$ cat src/rtl/seg_disp_pkg.sv
// Shared types, segment lookup table and width helpers for the 7-segment scan driver
// and its reusable nibble decoder.
package seg_disp_pkg;

  localparam logic [7:0] SEG_BLANK = 8'h00;

  // Active-high {dp,g,f,e,d,c,b,a}; bit 7 is always clear here, dp is merged in hex_to_seg.
  localparam logic [7:0] SEG_LUT [16] = '{
    8'h3F, 8'h06, 8'h5B, 8'h4F, 8'h66, 8'h6D, 8'h7D, 8'h07,
    8'h7F, 8'h6F, 8'h77, 8'h7C, 8'h39, 8'h5E, 8'h79, 8'h71
  };

  typedef enum logic {
    ST_IDLE,
    ST_SCAN
  } scan_state_e;

  function automatic logic [7:0] hex_to_seg(input logic [3:0] nibble, input logic dp);
    return {dp, SEG_LUT[nibble][6:0]};
  endfunction

  // Bits needed to hold 0..n-1, never less than one.
  function automatic int cnt_w(input int n);
    return (n <= 2) ? 1 : $clog2(n);
  endfunction

endpackage

$ cat src/rtl/seg_scan_display_if.sv
// Host-side bus of the scan driver: run control, load strobe with digit data, frame pulse.
interface seg_scan_display_if #(
  parameter int NUM_DIGITS = 8
);
  logic                    enable;
  logic                    load;
  logic [4*NUM_DIGITS-1:0] data_in;
  logic [NUM_DIGITS-1:0]   dp_in;
  logic [NUM_DIGITS-1:0]   blank_in;
  logic                    frame_done;

  modport master (
    output enable, load, data_in, dp_in, blank_in,
    input  frame_done
  );

  modport slave (
    input  enable, load, data_in, dp_in, blank_in,
    output frame_done
  );
endinterface

$ cat src/rtl/seg_hex_decode.sv
// Combinational nibble + decimal point + blank to active-high 7-segment pattern.
module seg_hex_decode
  import seg_disp_pkg::*;
(
  input  logic [3:0] nibble_i,
  input  logic       dp_i,
  input  logic       blank_i,
  output logic [7:0] seg_o
);

  assign seg_o = blank_i ? SEG_BLANK : hex_to_seg(nibble_i, dp_i);

endmodule

$ cat src/rtl/seg_scan_display.sv
// Time-multiplexed 7-segment scan driver with guard cycles and frame-aligned double buffer.
// Optional build macro SEG_LEADING_ZERO_BLANK_EN blanks leading zero digits of the active value.
module seg_scan_display
  import seg_disp_pkg::*;
#(
  parameter int NUM_DIGITS     = 8,
  parameter int CLK_HZ         = 100_000_000,
  parameter int SCAN_HZ        = 1000,
  parameter int GUARD_CYCLES   = 2,
  parameter bit SEG_ACTIVE_LOW = 1'b0,
  parameter bit DIG_ACTIVE_LOW = 1'b1
) (
  input  logic                  clk,
  input  logic                  rst_n,
  seg_scan_display_if.slave     bus,
  output logic [7:0]            seg_out,
  output logic [NUM_DIGITS-1:0] dig_sel
);

  localparam int DIV     = CLK_HZ / SCAN_HZ;
  localparam int IDX_W   = cnt_w(NUM_DIGITS);
  localparam int PRESC_W = cnt_w(DIV);
  localparam int GRD_W   = cnt_w(GUARD_CYCLES + 1);

  localparam logic [IDX_W-1:0]      IDX_MAX   = IDX_W'(NUM_DIGITS - 1);
  localparam logic [PRESC_W-1:0]    PRESC_MAX = PRESC_W'(DIV - 1);
  localparam logic [GRD_W-1:0]      GRD_INIT  = GRD_W'(GUARD_CYCLES);
  localparam logic [7:0]            SEG_OFF   = SEG_ACTIVE_LOW ? 8'hFF : SEG_BLANK;
  localparam logic [NUM_DIGITS-1:0] DIG_OFF   = DIG_ACTIVE_LOW ? '1 : '0;

  scan_state_e             state_q;
  logic [PRESC_W-1:0]      presc_q;
  logic [IDX_W-1:0]        idx_q;
  logic [GRD_W-1:0]        guard_q;
  logic [4*NUM_DIGITS-1:0] act_data_q, pend_data_q;
  logic [NUM_DIGITS-1:0]   act_dp_q, act_blank_q, pend_dp_q, pend_blank_q;
  logic                    pend_vld_q;
  logic [7:0]              seg_q, seg_d;
  logic [NUM_DIGITS-1:0]   dig_q, dig_d;

  logic                    scan_c, tick_c, wrap_c;
  logic [NUM_DIGITS-1:0]   lz_blank_c;
  logic [7:0]              dec_seg_c;

  assign scan_c = (state_q == ST_SCAN) && bus.enable;
  assign tick_c = scan_c && (presc_q == PRESC_MAX);
  assign wrap_c = tick_c && (idx_q == IDX_MAX);

  assign bus.frame_done = wrap_c;

`ifdef SEG_LEADING_ZERO_BLANK_EN
  // Walk from the most significant digit down; digit 0 always stays visible.
  always_comb begin
    logic lead;
    lead       = 1'b1;
    lz_blank_c = '0;
    for (int k = NUM_DIGITS - 1; k > 0; k--) begin
      lead          = lead && (act_data_q[4*k +: 4] == 4'h0) && !act_dp_q[k];
      lz_blank_c[k] = lead;
    end
  end
`else
  assign lz_blank_c = '0;
`endif

  seg_hex_decode u_dec (
    .nibble_i (act_data_q[4*idx_q +: 4]),
    .dp_i     (act_dp_q[idx_q]),
    .blank_i  (act_blank_q[idx_q] | lz_blank_c[idx_q]),
    .seg_o    (dec_seg_c)
  );

  // Pin polarity is folded in here so the decoder stays active-high.
  always_comb begin
    seg_d = SEG_OFF;
    dig_d = DIG_OFF;
    if (scan_c && (guard_q == '0)) begin
      seg_d = dec_seg_c ^ SEG_OFF;
      dig_d = (NUM_DIGITS'(1) << idx_q) ^ DIG_OFF;
    end
  end

  always_ff @(posedge clk or negedge rst_n) begin
    if (!rst_n) begin
      state_q      <= ST_IDLE;
      presc_q      <= '0;
      idx_q        <= '0;
      guard_q      <= '0;
      act_data_q   <= '0;
      act_dp_q     <= '0;
      act_blank_q  <= '0;
      pend_data_q  <= '0;
      pend_dp_q    <= '0;
      pend_blank_q <= '0;
      pend_vld_q   <= 1'b0;
      seg_q        <= SEG_OFF;
      dig_q        <= DIG_OFF;
    end else begin
      seg_q <= seg_d;
      dig_q <= dig_d;

      case (state_q)
        ST_IDLE: begin
          presc_q <= '0;
          idx_q   <= '0;
          guard_q <= '0;
          if (bus.enable) begin
            state_q <= ST_SCAN;
            guard_q <= GRD_INIT;
          end
        end
        ST_SCAN: begin
          if (!bus.enable) begin
            state_q <= ST_IDLE;
            presc_q <= '0;
            idx_q   <= '0;
            guard_q <= '0;
          end else if (tick_c) begin
            presc_q <= '0;
            idx_q   <= (idx_q == IDX_MAX) ? '0 : idx_q + 1'b1;
            guard_q <= GRD_INIT;
          end else begin
            presc_q <= presc_q + 1'b1;
            if (guard_q != '0) guard_q <= guard_q - 1'b1;
          end
        end
      endcase

      // While dark, loads go straight to the active buffer; while scanning they wait for a wrap.
      if (!bus.enable) begin
        if (bus.load) begin
          act_data_q  <= bus.data_in;
          act_dp_q    <= bus.dp_in;
          act_blank_q <= bus.blank_in;
          pend_vld_q  <= 1'b0;
        end
      end else begin
        if (wrap_c && pend_vld_q) begin
          act_data_q  <= pend_data_q;
          act_dp_q    <= pend_dp_q;
          act_blank_q <= pend_blank_q;
          pend_vld_q  <= 1'b0;
        end
        if (bus.load) begin
          pend_data_q  <= bus.data_in;
          pend_dp_q    <= bus.dp_in;
          pend_blank_q <= bus.blank_in;
          pend_vld_q   <= 1'b1;
        end
      end
    end
  end

  assign seg_out = seg_q;
  assign dig_sel = dig_q;

endmodule
$ cat src/flat_wrapper.sv
// flat-port wrapper written by rule: the top's interface ports become plain ports
module seg_scan_display_flat import seg_disp_pkg::*;
#(
  parameter int NUM_DIGITS     = 8,
  parameter int CLK_HZ         = 100_000_000,
  parameter int SCAN_HZ        = 1000,
  parameter int GUARD_CYCLES   = 2,
  parameter bit SEG_ACTIVE_LOW = 1'b0,
  parameter bit DIG_ACTIVE_LOW = 1'b1
)
  (clk, rst_n, seg_out, dig_sel, bus_enable, bus_load, bus_data_in, bus_dp_in, bus_blank_in, bus_frame_done);
  seg_scan_display_if #(.NUM_DIGITS(NUM_DIGITS)) bus_i ();
  input  logic clk;
  input  logic rst_n;
  output logic [7:0] seg_out;
  output logic [NUM_DIGITS-1:0] dig_sel;
  input wire logic [$bits(bus_i.enable)-1:0] bus_enable;
  input wire logic [$bits(bus_i.load)-1:0] bus_load;
  input wire logic [$bits(bus_i.data_in)-1:0] bus_data_in;
  input wire logic [$bits(bus_i.dp_in)-1:0] bus_dp_in;
  input wire logic [$bits(bus_i.blank_in)-1:0] bus_blank_in;
  output wire logic [$bits(bus_i.frame_done)-1:0] bus_frame_done;
  assign bus_i.enable = bus_enable;
  assign bus_i.load = bus_load;
  assign bus_i.data_in = bus_data_in;
  assign bus_i.dp_in = bus_dp_in;
  assign bus_i.blank_in = bus_blank_in;
  assign bus_frame_done = bus_i.frame_done;
  seg_scan_display #(.NUM_DIGITS(NUM_DIGITS), .CLK_HZ(CLK_HZ), .SCAN_HZ(SCAN_HZ), .GUARD_CYCLES(GUARD_CYCLES), .SEG_ACTIVE_LOW(SEG_ACTIVE_LOW), .DIG_ACTIVE_LOW(DIG_ACTIVE_LOW)) u_core (.clk(clk), .rst_n(rst_n), .bus(bus_i), .seg_out(seg_out), .dig_sel(dig_sel));
endmodule
$ cat config.mk
export PLATFORM = sky130hd
export DESIGN_NAME = seg_scan_display_flat
export DESIGN_NICKNAME = d
export VERILOG_FILES = /design/src/rtl/seg_disp_pkg.sv /design/src/rtl/seg_scan_display_if.sv /design/src/rtl/seg_hex_decode.sv /design/src/rtl/seg_scan_display.sv /design/src/flat_wrapper.sv
export SDC_FILE = /design/constraint.sdc
export NUM_CORES = 1
export LEC_CHECK = 0
export ABC_AREA = 0
export CORE_UTILIZATION = 50
export CTS_CLUSTER_SIZE = 10
export DETAILED_ROUTE_END_ITERATION = 16
export PLACE_DENSITY = 0.72
export SKIP_CTS_REPAIR_TIMING = 1
export SLEW_MARGIN = 25
export SYNTH_ARGS = -nofsm -noshare
export SYNTH_HDL_FRONTEND = slang
export SYNTH_SLANG_ARGS = --single-unit
$ cat constraint.sdc
create_clock -name clk -period 2.5 [get_ports clk]
set_input_delay 0.25 -clock clk [delete_from_list [all_inputs] [get_ports clk]]
set_output_delay 0.25 -clock clk [all_outputs]
set_load 0.1 [all_outputs]
# == Yosys cells after proc, flatten, opt, wreduce, memory -nomap -nowiden ==
# Memory sizes are Yosys's and may differ from the RTL's.
# Index checks and enable logic that the tools add are counted.
# classes
add_sub_neg,3
mul,0
div_mod_pow,0
order_cmp,2
n_eq_ne,5
n_shift,2
muxes,36
bitwise_logic,4
n_reduce_logical,12
# ops
op,count
32-bit 2-to-1 mux,3
8-bit 2-to-1 mux,9
17-bit 2-to-1 mux,2
17-bit case mux with 2 select lines,1
32-bit by 6-bit variable part select with 4-bit output,1
17-bit by 1-bit adder with 17-bit output (second input constant),1
17-bit equality test (second input constant),1
7-bit 2-to-1 mux,2
3-bit 2-to-1 mux,3
1-bit 2-to-1 mux,8
2-bit 2-to-1 mux,4
8-bit inverter,1
1-bit by 3-bit left shift with 8-bit output (first input constant),1
1-bit binary-select mux with 3-bit select,2
3-bit case mux with 2 select lines,1
2-bit AND reduction,3
2-bit nonzero test,3
5-bit >= comparator (second input constant),1
1-bit logical AND,5
4-bit inverter with 5-bit output,1
3-bit by 4-bit < comparator with 1-bit output (second input constant),1
4-bit inequality test (second input constant),1
2-bit case mux with 2 select lines,1
3-bit by 1-bit adder with 3-bit output (second input constant),1
other kinds (7),7
# totals
register_bits,136
latchBits,0
ram_bits,0
rom_bits,136
mem_count,2
# mem_list
memory,words,word_bits,rd,rd_clocked_by_memory_dff,wr,line_no,source
(name not given),16,8,1,0,0,seg_disp_pkg.sv:19,"return {dp, SEG_LUT[nibble][6:0]};"
(name not given),8,1,1,0,0,seg_scan_display.sv:69,".blank_i (act_blank_q[idx_q] | lz_blank_c[idx_q]),"

# == Depth between registers and ports, before layout ==
# Gate-level depths: netlist of the first run.
# logic_depth
ltp_word,7
ltp_mapped,9

# == By module ==
# From an unflattened synthesis of the first run, not the netlist that was laid out.
# unflattened
hier_cells,565
hier_area_um2,6471.2
# by_module_without_submodules
mod,n_inst,cells_each,area_each_um2,seq_area_each_um2
seg_scan_display,1,530,6197.2,3413.3
seg_hex_decode,1,35,274.0,0.0

# == Worst setup path after synthesis of the first run ==
# Ideal clock, no wire load.
# synth_timing
kind,flip-flop to flip-flop
from,reg u_core.presc_q[0]
to,reg u_core.pend_vld_q
setup_ns,0.275
arrival_time_ns,4.004
t_required_ns,2.225
path_slack_ns,-1.778
stages_incl_launch_ff,6
n_path_buf,0
synth_period_minus_slack_ns,4.278
path_cell_list,dfrtp_1 -> ha_1 -> and4_1 -> nand2_1 -> nor4_1 -> o31ai_1
# synth_via
elab_chain_len,6
# synth_lines
element,line_no,source
"start, declared",seg_scan_display.sv:32,logic [PRESC_W-1:0] presc_q;
"start signal, assigned",seg_scan_display.sv:123,presc_q <= presc_q + 1'b1;
17-bit equality test,seg_scan_display.sv:46,assign tick_c = scan_c && (presc_q == PRESC_MAX);
1-bit logical AND,seg_scan_display.sv:46,
1-bit logical AND,seg_scan_display.sv:47,assign wrap_c = tick_c && (idx_q == IDX_MAX);
named net bus_frame_done,flat_wrapper.sv:22,output wire logic [$bits(bus_i.frame_done)-1:0] bus_frame_done;
1-bit logical AND,seg_scan_display.sv:138,if (wrap_c && pend_vld_q) begin
2-bit nonzero test (no line),--,
2-bit AND reduction (no line),--,
"end signal, assigned",seg_scan_display.sv:135,pend_vld_q <= 1'b0;
"end signal, assigned",seg_scan_display.sv:142,pend_vld_q <= 1'b0;
"end signal, assigned",seg_scan_display.sv:148,pend_vld_q <= 1'b1;
"end, declared",seg_scan_display.sv:37,logic pend_vld_q;
# The timed path passes the listed nets, and every way through them passes these cells.
# A chain may end at the register's enable or synchronous reset.

# == Worst setup path after layout of the first run ==
# layout_timing
from,reg u_core.idx_q[0]
to,out bus_frame_done
# layout_via
elab_chain_len,2
# layout_lines
element,line_no,source
"start, declared",seg_scan_display.sv:33,logic [IDX_W-1:0] idx_q;
"start signal, assigned",seg_scan_display.sv:120,idx_q <= (idx_q == IDX_MAX) ? '0 : idx_q + 1'b1;
3-bit equality test,seg_scan_display.sv:47,
1-bit logical AND,seg_scan_display.sv:47,
"end, declared",flat_wrapper.sv:22,
# No other way between the ends.

==> results of run 1 <==
## final timing paths
kind	slack (ps)	cells after the start	from	endpoint
max	130	6	u_core.idx_q[0]	bus_frame_done
min	370	2	rst_n	u_core.pend_data_q[1]
max reg2reg	130	8	u_core.idx_q[0]	u_core.seg_out[6]
min reg2reg	480	1	u_core.act_blank_q[7]	u_core.act_blank_q[7]
max in group asynchronous	1420	3	rst_n	u_core.dig_sel[6]
min in group clk	440	3	bus_dp_in[6]	u_core.act_dp_q[6]
## report_power, final
part	switching, mW	internal (mW)	leakage, nW
logic	0.332	0.360	1.28
registers	0.124	2.43	1.61
clock network	0.903	1.47	0.267
total	1.36	4.26	3.16
## final cells by class
class,instances,area share
flip-flops and latches,136,0.437
multi-input cells,325,0.348
repair buffers,90,0.111
clock buffers,20,0.0572
well taps,168,0.0269
clock inverters,9,0.0133
inverters,14,0.00672
## worst max-delay path: cells and delay by family, from the launching register on
kind | cells | cell delay [ps]
fa+ha+maj | 2 | 430
simple gates | 2 | 440
flops | 1 | 430
buf+inv | 2 | 390
## routing by layer
metal / routed length, µm / track usage
met4: 244 / 0.102
met1: 6270 / 0.312
met2: 6360 / 0.350
met3: 465 / 0.0588
met5: 0 / 0
## cell usage in the layout (no fill, tap or decap), drive strengths merged, types with 2 or more instances in the layout
| master | netlist | routed |
|---|---|---|
| mux4 | 10 | 10 |
| nor4 | 2 | 2 |
| nor2b | 3 | 3 |
| clkbuf | 19 | 20 |
| a211oi | 15 | 15 |
| bufinv | 0 | 2 |
| ha | 13 | 13 |
| clkinvlp | 0 | 2 |
| nand4 | 2 | 2 |
| o211ai | 2 | 2 |
| inv | 13 | 13 |
| nand2 | 23 | 23 |
| o32ai | 14 | 14 |
| dfrtp | 128 | 128 |
| a21oi | 7 | 7 |
| nor3 | 4 | 4 |
| a22oi | 2 | 2 |
| o21a | 34 | 34 |
| o22a | 34 | 34 |
| xnor2 | 8 | 8 |
| nor4b | 2 | 2 |
| xor2 | 8 | 8 |
| clkdlybuf4s50 | 0 | 50 |
| nor2 | 43 | 43 |
| and2 | 3 | 3 |
| mux2i | 11 | 11 |
| and3 | 6 | 6 |
| buf | 13 | 39 |
| clkinv | 1 | 6 |
| a22o | 2 | 2 |
| mux2 | 49 | 49 |
| dfstp | 8 | 8 |
| nand3 | 12 | 12 |
| o21ai | 5 | 5 |
| a221oi | 4 | 4 |
## cells by family (layout without fill, tap and decap cells)
logic type                 Yosys count  after routing  share of synthesized area
AOI/OAI and AO/OA                  122            122                      0.152
xor gates and xnor gates            16             16                     0.0222
adders and majority gates           13             13                     0.0257
buffers and inverters               46            133                     0.0341
DFF                                136            136                      0.540
muxes                               70             70                      0.147
and+or+nand+nor                    104            104                     0.0794
## state kept, by name, summed over array words and instances (netlist names)
| register | flops |
|---|---|
| u_core.dig_sel | 8 |
| u_core.pend_data_q | 32 |
| u_core.seg_out | 8 |
| u_core.act_blank_q | 8 |
| u_core.pend_blank_q | 8 |
| u_core.pend_dp_q | 8 |
| u_core.pend_vld_q | 1 |
| u_core.state_q | 1 |
| u_core.presc_q | 17 |
| u_core.act_data_q | 32 |
| u_core.idx_q | 3 |
| u_core.act_dp_q | 8 |
| u_core.guard_q | 2 |
## through the flow
| step | cells | instance area (µm²) | util | power [mW] | hold slack [ps] |
|---|---|---|---|---|---|
| finish | 762 | 7820 | 0.643 | 5.62 | 372 |
| global route | 762 | 7820 | 0.643 | 5.85 | 418 |
| CTS | 761 | 7790 | 0.641 | 5.66 | -179 |
| detailed placement | 732 | 7240 | 0.596 | 3.29 | 274 |
| global placement | 732 | 7240 | 0.596 | 3.25 | 267 |
| floorplan | 507 | 6330 | - | 3.00 | -45.6 |
==> summary.md, run 1 <==
| Metric | Value |
|---|---|
| Hpwl dp | `9.09 mm` |
| Synth top area share | `0.507` |
| Crit path launch type | `flip-flop` |
| TritonCTS buffer count | `17` |
| Max IR drop VDD | `0.506 mV` |
| Starting Density | `0.520` |
| WL per Instance | `17.5 µm` |
| Io pins | `69` |
| Mapped Cells | `507` |
| Yosys top cell by area | `dfrtp_1` |
| Final WS setup | `130 ps` |
| Max_cap viols | `0` |
| Die Ht | `114 µm` |
| Critical path type | `flip-flop to output port` |
| Min-delay worst type | `primary input to async pin` |
| Slowest CP cell | `dfrtp_2` |
| Worst path cell trace | `buf_12 > ha_1 > ha_1 > nand3_1 > nor4_4 > buf_12` |
| Maximum root-to-sink buffer count | `2` |
| Worst EP arrival | `2120 ps` |
| Clk_skew | `12.6 ps` |
| Antenna Cells | `0` |
| Layout cells sized above 1 | `0.234` |
| Via count | `4324` |
| Fillers | `959` |
| Sequential share of the synthesized area | `0.540` |
| P per Cell Area | `719 nW/µm²` |
| Vias per cell | `5.67` |
| Synth Register Bits | `136` |
| All-layer global routing usage | `0.230` |
| CTS tree | `built` |
| Tcrit/Tclk final | `0.948` |
| Largest net degree at the start of global routing | `55` |
| CP peak stage delay | `430 ps` |
| Async SR Flop Fraction | `1.00` |
| Clock sinks | `136` |
| Top post-synthesis cells by area | `dfrtp_1, mux2_2, o22a_1` |
| Top_reg_cell synth | `dfrtp_1` |
| Iter 0 DRT Violations | `275` |
| Syn Nets | `572` |
| Area occupied by multi-input gates | `2720 µm²` |
| Outcome | `completed` |
| Syn-to-layout area delta | `23.7%` |
| Syn avg cell area | `12.5 µm²` |
| Core Area | `12200 µm²` |
| Global-route wire length before repair | `22.6 mm` |
| Clk_lat worst skew | `430 ps` |
| Worst-path maximum fanout | `14` |
| Worst-Margin Slew | `748 ps` |
| Reg clk slew, reported paths | `60 ps` |
| Critical path endpoint category | `output port` |
| Grt total ovfl | `0` |
| Post-layout min period | `2370 ps` |
| Drt pass-1 iters | `4` |
| Sequential cell area | `3410 µm²` |
| Leakage | `3.16 nW` |
| YS warnings | `0` |
| Dpl ws | `127 ps` |
| Max-slew violations | `0` |
| Final hold vios | `0` |
| Netlist area before placement | `6320 µm²` |
| Clock Tree Root | `clkbuf_16` |
| DRC viols | `0` |
| CTS H-tree depth | `4` |
| Final net count | `649` |
| Final WL | `13.3 mm` |
| Slew HR | `0.494` |
| Rows | `40` |
| Routability Congestion | `0.794` |
| Final ANT Viol Nets | `0` |
| Post-synth EDFFs | `0` |
| Req. time, crit path | `2250 ps` |
| Synth cell types | `50` |
| Die width | `114 µm` |
| Total negative slack | `0 ps` |
| Port bufs | `68` |
| Most common cell in the netlist | `dfrtp_1` |
| Die area | `13100 µm²` |
| Commonest cells post-synth | `dfrtp_1, mux2_2, nor2_1` |
| Final setup fails | `0` |
| Initial antenna violation count | `0` |
| Vias in the first global route | `4504` |
| Fmax | `422 MHz` |
Note: power is estimated with default switching activity, not from simulation.
==> inputs of run 2 (changes only) <==
--- a/config.mk
+++ b/config.mk
@@ -9,6 +9,7 @@
 export CORE_UTILIZATION = 50
 export CTS_CLUSTER_SIZE = 10
 export DETAILED_ROUTE_END_ITERATION = 16
+export GPL_ROUTABILITY_DRIVEN = 0
 export PLACE_DENSITY = 0.72
 export SKIP_CTS_REPAIR_TIMING = 1
 export SLEW_MARGIN = 25
==> results of run 2 <==
Same layout as run 1: the final DEF is identical, and so are final timing and power.
==> inputs of run 3 (changes only) <==
--- a/config.mk
+++ b/config.mk
@@ -7,9 +7,11 @@
 export LEC_CHECK = 0
 export ABC_AREA = 0
 export CORE_UTILIZATION = 50
-export CTS_CLUSTER_SIZE = 10
+export CTS_CLUSTER_SIZE = 40
 export DETAILED_ROUTE_END_ITERATION = 16
 export GPL_ROUTABILITY_DRIVEN = 0
+export GPL_TIMING_DRIVEN = 0
+export MAX_ROUTING_LAYER = met4
 export PLACE_DENSITY = 0.72
 export SKIP_CTS_REPAIR_TIMING = 1
 export SLEW_MARGIN = 25
==> run 3 against run 2 <==
  * Utilization rose by 1.5 points
  * Final cell count rose by 2.5%
  * Non-clock buffer count rose by 16
  * Sequential share of layout area fell by 1.0 points
  * Sequential cell count did not move
  * First-iteration DRC count fell by 10%
  * Register-to-register slack got worse by 50 ps
  * Largest power group is now the clock network
  * Count of clock-buffer cells in the layout fell by 1
  * Design area rose by 2.4%
==> summary.md, run 3 (same netlist as run 1, synthesis figures left out) <==
| Metric | Value |
|---|---|
| Outcome | `completed` |
| DRC viols | `0 (unchanged)` |
| WHS | `350 ps (-22.0 ps)` |
| Fmax | `413 MHz (-2.1%)` |
| Die Ht | `114 µm (unchanged)` |
| Post-layout min period | `2420 ps (+50.4 ps)` |
| Leakage | `3.18 nW (+0.72%)` |
| Vias per cell | `5.64 (-0.65%)` |
| Tcrit/Tclk final | `0.968 (+0.0202)` |
| Die area | `13100 µm² (unchanged)` |
| Min-delay worst type | `primary input to async pin` |
| Starting Density | `0.520 (unchanged)` |
| Max_cap viols | `0 (unchanged)` |
| Req. time, crit path | `2800 ps (+550 ps)` |
| Most common cell after layout, fill and taps aside | `dfrtp_1` |
| Fin cells | `781 (+2.5%)` |
| Hpwl dp | `9.62 mm (+5.8%)` |
| Worst EP arrival | `2720 ps (+600 ps)` |
| Total negative slack | `0 ps (unchanged)` |
| Global-route wire length before repair | `23.1 mm (+2.1%)` |
| Max IR drop VDD | `0.541 mV (+6.8%)` |
| P per Cell Area | `751 nW/µm² (+4.5%)` |
| Die width | `114 µm (unchanged)` |
| CTS tree | `built` |
| Port bufs | `67 (-1.5%)` |
| Iter 0 DRT Violations | `247 (-10%)` |
| Maximum root-to-sink buffer count | `2 (unchanged)` |
| Reg clk slew, reported paths | `60 ps (about the same)` |
| Rows | `40 (unchanged)` |
| Largest net degree at the start of global routing | `76 (+38%)` |
| Critical path endpoint category | `flip-flop` |
| Final WL | `13.9 mm (+4.5%)` |
| Core Area | `12200 µm² (unchanged)` |
| Clk_skew | `9.42 ps (-3.18 ps)` |
| Final ANT Viol Nets | `0 (unchanged)` |
| Grt total ovfl | `0 (unchanged)` |
| Critical path type | `flip-flop to flip-flop` |
| Antenna Cells | `0 (unchanged)` |
| Worst-path maximum fanout | `8 (-6)` |
| Clock Tree Root | `clkbuf_16` |
| Final hold vios | `0 (unchanged)` |
| Placed instance count | `743 (+1.5%)` |
| Initial antenna violation count | `0 (unchanged)` |
| Clock sinks | `136 (unchanged)` |
| Design Area, Final | `8000 µm² (+2.4%)` |
| CTS H-tree depth | `4 (unchanged)` |
| All-layer global routing usage | `0.243 (+0.0130)` |
| Vias in the first global route | `4500 (-0.089%)` |
| Placed cell area | `7250 µm² (about the same)` |
| Crit path launch type | `flip-flop` |
| Io pins | `69 (unchanged)` |
| Clk_lat worst skew | `420 ps (about the same)` |
| Drt pass-1 iters | `4 (unchanged)` |
| Commonest non-fill, non-tap cells in the layout | `dfrtp_1, clkdlybuf4s50_1, mux2_2` |
| Via count | `4403 (+1.8%)` |
| Total Power | `6.01 mW (+7.0%)` |
| Layout cells sized above 1 | `0.214 (-0.0203)` |
| Worst-Margin Slew | `967 ps (+220 ps)` |
| Max-slew violations | `0 (unchanged)` |
| Syn-to-layout area delta | `26.6%` |
| TritonCTS buffer count | `17 (unchanged)` |
| WL per Instance | `17.9 µm (+2.0%)` |
| Top flop regs | `u_core.act_data_q: 32 flops, u_core.pend_data_q: 32 flops, u_core.presc_q: 17 flops` |
| Final net count | `665 (+2.5%)` |
| Slew HR | `0.353 (-0.141)` |
| Final setup fails | `0 (unchanged)` |
| Worst reg2reg setup slack | `80 ps (-50 ps)` |
-- run 3: path summary, 6_finish.rpt --
path,start,endpoint,depth (start not counted)
worst min register to register,u_core.act_data_q[18],u_core.act_data_q[18],1
worst min-delay path,rst_n,u_core.presc_q[10],2
worst max-delay path,u_core.idx_q[0],u_core.seg_out[6],8
worst max register to register,u_core.idx_q[0],u_core.seg_out[6],8
max in group asynchronous,rst_n,u_core.act_data_q[27],3
min in group clk,bus_load,u_core.act_dp_q[2],3
-- run 3: per-layer routing --
layer  GRT usage  vias up  part of all wire  wire (µm)
met3      0.0519       28             0.040        553
li1            -     2056                 -          -
met4       0.106        0             0.021        298
met1       0.324     2203              0.45       6220
met5           -        -                 0          0
met2       0.360      116              0.49       6870
-- run 3: metrics by stage --
stage | setup WS (ps) | utilization
4_1_cts | -880 | 0.650
3_3_place_gp | -3990 | 0.593
5_1_grt | -32.4 | 0.658
6_report | 79.9 | 0.658
3_5_place_dp | -408 | 0.596
2_1_floorplan | 102 | -
-- run 3: final cells by class --
class                           count  area [µm²]
Clock buffer                       19         453
Fill cell                         924        4160
Inverter                           14        52.6
Sequential cell                   136        3420
Timing Repair Buffer               74         752
Buffer                             32         171
Multi-Input combinational cell    325        2750
Tap cell                          168         210
Clock inverter                     13         200
-- run 3: power breakdown --
| part | switching [mW] | leakage (nW) | internal [mW] | total, mW |
|---|---|---|---|---|
| logic | 0.348 | 1.25 | 0.367 | 0.715 |
| registers | 0.122 | 1.61 | 2.43 | 2.55 |
| clock network | 0.927 | 0.322 | 1.81 | 2.74 |
| total | 1.40 | 3.18 | 4.61 | 6.01 |
-- run 3: worst max-delay path, stage by stage (launching register included) --
cell and delay (ps):
dfrtp_2 400, buf_8 170, mux4_1 620, mux2i_4 220, inv_1 140, ha_1 220, inv_1 110, o21ai_0 120
a221oi_1 310
